$ cat config.mk
export PLATFORM = sky130hd
export DESIGN_NAME = pattern_player
export DESIGN_NICKNAME = d
export VERILOG_FILES = /design/src/rtl/pattern_player_pkg.sv /design/src/rtl/pattern_player_ram.sv /design/src/rtl/pattern_player.sv
export SDC_FILE = /design/constraint.sdc
export NUM_CORES = 2
export LEC_CHECK = 0
export CAP_MARGIN = 5
export CORE_UTILIZATION = 30
export CTS_BUF_LIST = sky130_fd_sc_hd__clkbuf_2 sky130_fd_sc_hd__clkbuf_4 sky130_fd_sc_hd__clkbuf_8
export CTS_CLUSTER_SIZE = 10
export DETAILED_ROUTE_END_ITERATION = 8
export HOLD_SLACK_MARGIN = 0.12
export PLACE_DENSITY = 0.44
export SYNTH_ARGS = -nofsm -noshare
export SYNTH_HDL_FRONTEND = slang
export SYNTH_HIERARCHICAL = 1
export SYNTH_SLANG_ARGS = --single-unit
$ cat constraint.sdc
create_clock -name clk_i -period 4.8 [get_ports clk_i]
set_clock_uncertainty 0.05 [all_clocks]
set_input_delay 0.48 -clock clk_i [delete_from_list [all_inputs] [get_ports clk_i]]
set_output_delay 0.48 -clock clk_i [all_outputs]
set_load 0.005 [all_outputs]
$ cat src/rtl/pattern_player_pkg.sv
// Shared constants and state encoding for the pattern player.
package pattern_player_pkg;

  localparam int DEF_WIDTH = 31;
  localparam int DEF_DEPTH = 64;

  typedef enum logic [1:0] {
    ST_IDLE  = 2'd0,
    ST_ARMED = 2'd1,
    ST_PLAY  = 2'd2
  } state_t;

endpackage

$ cat src/rtl/pattern_player_ram.sv
// Simple dual-port pattern store: one write port, one registered read port.
module pattern_ram #(
  parameter int WIDTH = 31,
  parameter int DEPTH = 64,
  parameter int AW    = $clog2(DEPTH)
) (
  input  logic             clk_i,
  input  logic             rst_i,
  input  logic             we_i,
  input  logic [AW-1:0]    waddr_i,
  input  logic [WIDTH-1:0] wdata_i,
  input  logic             re_i,
  input  logic [AW-1:0]    raddr_i,
  output logic [WIDTH-1:0] rdata_o
);

  logic [WIDTH-1:0] mem [DEPTH];

  always_ff @(posedge clk_i) begin
    if (we_i) mem[waddr_i] <= wdata_i;
  end

  // Output register only is reset; it holds between reads.
  always_ff @(posedge clk_i) begin
    if (rst_i)     rdata_o <= '0;
    else if (re_i) rdata_o <= mem[raddr_i];
  end

endmodule

$ cat src/rtl/pattern_player.sv
// Serially loaded pattern memory played back one word per sample strobe.
//   state    | meaning
//   ST_IDLE  | loading / clear allowed, waiting for arm
//   ST_ARMED | waiting for trigger
//   ST_PLAY  | emitting one word per smp_en_i
module pattern_player
  import pattern_player_pkg::*;
#(
  parameter  int WIDTH = DEF_WIDTH,
  parameter  int DEPTH = DEF_DEPTH,
  localparam int AW    = $clog2(DEPTH)
) (
  input  logic             clk_i,
  input  logic             rst_i,
  input  logic             ld_valid_i,
  input  logic             ld_bit_i,
  input  logic             clear_i,
  input  logic             arm_i,
  input  logic             trig_i,
  input  logic             smp_en_i,
  input  logic             loop_i,
  input  logic             abort_i,
  output logic [WIDTH-1:0] data_o,
  output logic             valid_o,
  output logic             busy_o,
  output logic             done_o,
  output logic [AW:0]      count_o,
  output logic             ld_err_o
);

  localparam int BW = $clog2(WIDTH + 1);

  state_t           state_q, state_d;
  logic [WIDTH-1:0] shift_q;
  logic [WIDTH-1:0] wr_word;
  logic [BW-1:0]    bit_cnt_q;
  logic [AW:0]      count_q;
  logic [AW:0]      rd_ptr_q;
  logic             ld_err_q, valid_q, done_q;
  logic             rd_en, play_end, last_word, word_done, wr_en;

  assign last_word = (rd_ptr_q == count_q - (AW+1)'(1));
  assign wr_word   = {shift_q[WIDTH-2:0], ld_bit_i};
  assign word_done = (state_q == ST_IDLE) && !clear_i && ld_valid_i &&
                     (bit_cnt_q == BW'(WIDTH - 1));
  assign wr_en     = word_done && (count_q != (AW+1)'(DEPTH));

  always_comb begin
    state_d  = state_q;
    rd_en    = 1'b0;
    play_end = 1'b0;
    case (state_q)
      ST_IDLE: begin
        if (arm_i && !clear_i && (count_q != '0)) state_d = ST_ARMED;
      end
      ST_ARMED: begin
        if (abort_i)     state_d = ST_IDLE;
        else if (trig_i) state_d = ST_PLAY;
      end
      ST_PLAY: begin
        if (abort_i) begin
          state_d = ST_IDLE;
        end else if (smp_en_i) begin
          rd_en = 1'b1;
          // loop_i matters only on the strobe that reads the last word
          if (last_word && !loop_i) begin
            state_d  = ST_IDLE;
            play_end = 1'b1;
          end
        end
      end
      default: state_d = ST_IDLE;
    endcase
  end

  always_ff @(posedge clk_i) begin
    if (rst_i) begin
      state_q   <= ST_IDLE;
      shift_q   <= '0;
      bit_cnt_q <= '0;
      count_q   <= '0;
      rd_ptr_q  <= '0;
      ld_err_q  <= 1'b0;
      valid_q   <= 1'b0;
      done_q    <= 1'b0;
    end else begin
      state_q <= state_d;
      valid_q <= rd_en;
      done_q  <= play_end;

      if (state_q == ST_IDLE) begin
        if (clear_i) begin
          count_q   <= '0;
          bit_cnt_q <= '0;
          ld_err_q  <= 1'b0;
        end else if (ld_valid_i) begin
          shift_q <= wr_word;
          if (word_done) begin
            bit_cnt_q <= '0;
            if (wr_en) count_q  <= count_q + (AW+1)'(1);
            else       ld_err_q <= 1'b1;
          end else begin
            bit_cnt_q <= bit_cnt_q + BW'(1);
          end
        end
      end else if (ld_valid_i) begin
        ld_err_q <= 1'b1;
      end

      if (state_q == ST_ARMED) rd_ptr_q <= '0;
      else if (rd_en)          rd_ptr_q <= last_word ? '0 : rd_ptr_q + (AW+1)'(1);
    end
  end

  pattern_ram #(
    .WIDTH (WIDTH),
    .DEPTH (DEPTH),
    .AW    (AW)
  ) u_ram (
    .clk_i   (clk_i),
    .rst_i   (rst_i),
    .we_i    (wr_en),
    .waddr_i (count_q[AW-1:0]),
    .wdata_i (wr_word),
    .re_i    (rd_en),
    .raddr_i (rd_ptr_q[AW-1:0]),
    .rdata_o (data_o)
  );

  assign valid_o  = valid_q;
  assign done_o   = done_q;
  assign busy_o   = (state_q != ST_IDLE);
  assign count_o  = count_q;
  assign ld_err_o = ld_err_q;

endmodule

==> results.toml <==
[routing]
routedWlPerCell_um = 27.7
avgViaCountPerCell = 4.92
drtIter0Drc = 3363
first_pass_iters = 7
vias = 41100
ant_nets = 0
drc = 0
routed_wirelength_um = 231000

[yosys]
synthFlopType = "edfxtp_1"
synth-edff-count = 1984
ys_warn_count = 6
synth_area_per_cell_sq_um = 19.2
syn_inst = 4140
synth-seq-area-share_pct = 76.9
synth_seq_cells = 2069
mappedNetlistNets = 4156
synth_area_sq_um = 79700
synthArstFlopShare_pct = 0
synth_cell_type_count = 57

[timing]
period_needed_ns = 3.79
fin_ws_ns = 1.01
slew_headroom_pct = 22.0
report.final.slew_viol_count = 0
finalSetupTns_ns = 0
fmax_mhz = 264
finalSetupViolations = 0
worst_pin_slew_ns = 1.17
period_share_pct = 79.0
hold_viol = 0
rsz0062_at_grt = "false"

[die]
rows = 188
die_height_um = 517
core_sq_um = 263000
ios = 52
die_area_sq_um = 268000
start_util_pct = 30.3
die_x_um = 517

[power_and_ir_drop]
irDropWorstVdd_mv = 0.249
power_leakage_uw = 0.0288
powerDensity_nw_per_um2 = 375

[worst_setup_path]
cp.required_ns = 5.65
cp-end-kind = "flop"
critPathKind = "reg -> reg"
path_max_fanout = 65
worst-endpoint-arrival_ns = 4.64
cp-start-kind = "flop"

[cts]
cts_max_level = 5
clk_path_buf_depth = 4
clock-root-buffer = "clkbuf_8"
clkSinkCount = 2069
cts.repair.resized = 0
cts_buffers = 359
cts_tree = "done"
clk_latency_ns = 1.08
clk_pin_slew_worst_paths_ns = 0.06

[place]
dp_slack_ns = 0.799
gp_congestion = 0.772
place.port_buffers = 51
dp_hpwl_um = 137000
place_area_sq_um = 86400

[global_route]
grt_pass1_vias = 41800
grt_max_degree = 116
grtUsageTotal_pct = 17.2
antenna_found_initial = 9
grt_pass1_wl_um = 325000
grt-ovfl-total = 0

[job]
cap_violations = 0

[cells_and_area]
fin_area_sq_um = 93200
syn2layout_area_growth_pct = 17.0
final_cell_mix = "edfxtp_1, clkbuf_8, mux2_2, mux4_2, buf_4"
fin_nets = 4583
post_route_cells_drive_above_1_share_pct = 32.7
layout_commonest_cell = "edfxtp_1"

[outcome]
status = "finished clean"

[worst_hold_path]
hold_path_class = "in -> reg"
-- per-stage QoR --
step | instances | util [%] | total power (uW) | hold slack (ns)
floorplan | 4140 | - | 19900 | 0.397
detailed placement | 7710 | 32.8 | 20000 | 0.398
global route | 8347 | 35.4 | 36100 | 0.301
finish | 8349 | 35.4 | 35000 | 0.319
CTS | 8341 | 35.4 | 35400 | 0.197
global placement | 7710 | 32.8 | 20000 | 0.391
-- power breakdown --
part	internal, uW	switching [uW]
Combinational	17.4	64.4
Sequential	19500	2.96
Clock	8390	7010
Total	27900	7080
-- what timing repair did --
item | in CTS | in global routing
buffers inserted | 0 | 0
hold endpoints to repair | 44 | 0
hold buffers | 11 | 0
-- worst max-delay path: stages, from the launching register on --
cell and delay [ns]:
dfxtp_4 0.97, buf_12 0.36, buf_4 0.27, mux4_2 0.31, a22oi_1 0.40, o31ai_1 0.26
nor3_1 0.65, o221ai_1 0.19
-- state kept, by name, indices dropped and copies added, names as in the netlist --
| register | flops |
|---|---|
| u_ram/mem | 1984 |
| valid_o | 1 |
| count_o | 7 |
| state_q | 2 |
| rd_ptr_q | 7 |
| bit_cnt_q | 5 |
| done_o | 1 |
| ld_err_o | 1 |
| shift_q | 30 |
| u_ram/rdata_o | 31 |
-- layer usage --
layer | routed length, um | up-vias | track usage, %
met3 | 10800 | 319 | 3.08
met5 | 0 | - | 0
li1 | - | 17900 | -
met1 | 103000 | 21900 | 23.2
met4 | 4780 | 0 | 4.47
met2 | 113000 | 999 | 28.4
-- logic make-up after synthesis --
| logic type | after synthesis | share of synthesized area [%] |
|---|---|---|
| xor+xnor | 18 | 0.198 |
| compound gates | 642 | 5.50 |
| buf+inv | 260 | 1.52 |
| mux | 621 | 12.3 |
| simple gates | 524 | 3.50 |
| flops | 2069 | 76.9 |
| fa+ha+maj | 6 | 0.0942 |
-- area by class of cell --
| class | instances | area [sq um] |
|---|---|---|
| Antenna cell | 8 | 20.0 |
| Clock inverter | 97 | 429 |
| Fill cell | 24700 | 170000 |
| Inverter | 6 | 22.5 |
| Sequential cell | 2069 | 61300 |
| Tap cell | 3515 | 4400 |
| Clock buffer | 523 | 6290 |
| Multi-Input combinational cell | 1811 | 17700 |
| Timing Repair Buffer | 320 | 3000 |
-- synth_stat cells, drive strengths merged (63+ instances only) --
cell type,instances,area (sq um)
edfxtp,1984,59600
mux2,372,4190
mux4,248,5590
clkbuf,138,518
nor2b,130,813
nor3,129,646
a211oi,126,946
o21ai,126,631
o22ai,124,776
buf,116,667
nor2,94,355
dfxtp,85,1700
nand2,83,312
o31ai,65,488
a22oi,63,473
-- final timing paths --
path	startpoint	endpoint	slack, ns	cells past startpoint
worst max-delay path	rd_ptr_q[2]$_SDFFE_PP0P_	u_ram/rdata_o[30]$_SDFFE_PP0P_	1.01	7
worst min-delay path	clear_i	count_o[1]$_SDFFE_PP0P_	0.32	4
worst max register to register	rd_ptr_q[2]$_SDFFE_PP0P_	u_ram/rdata_o[30]$_SDFFE_PP0P_	1.01	7
worst min register to register	shift_q[19]$_SDFFE_PP0P_	shift_q[19]$_SDFFE_PP0P_	0.41	2
Power figures use the tool's default switching activity.
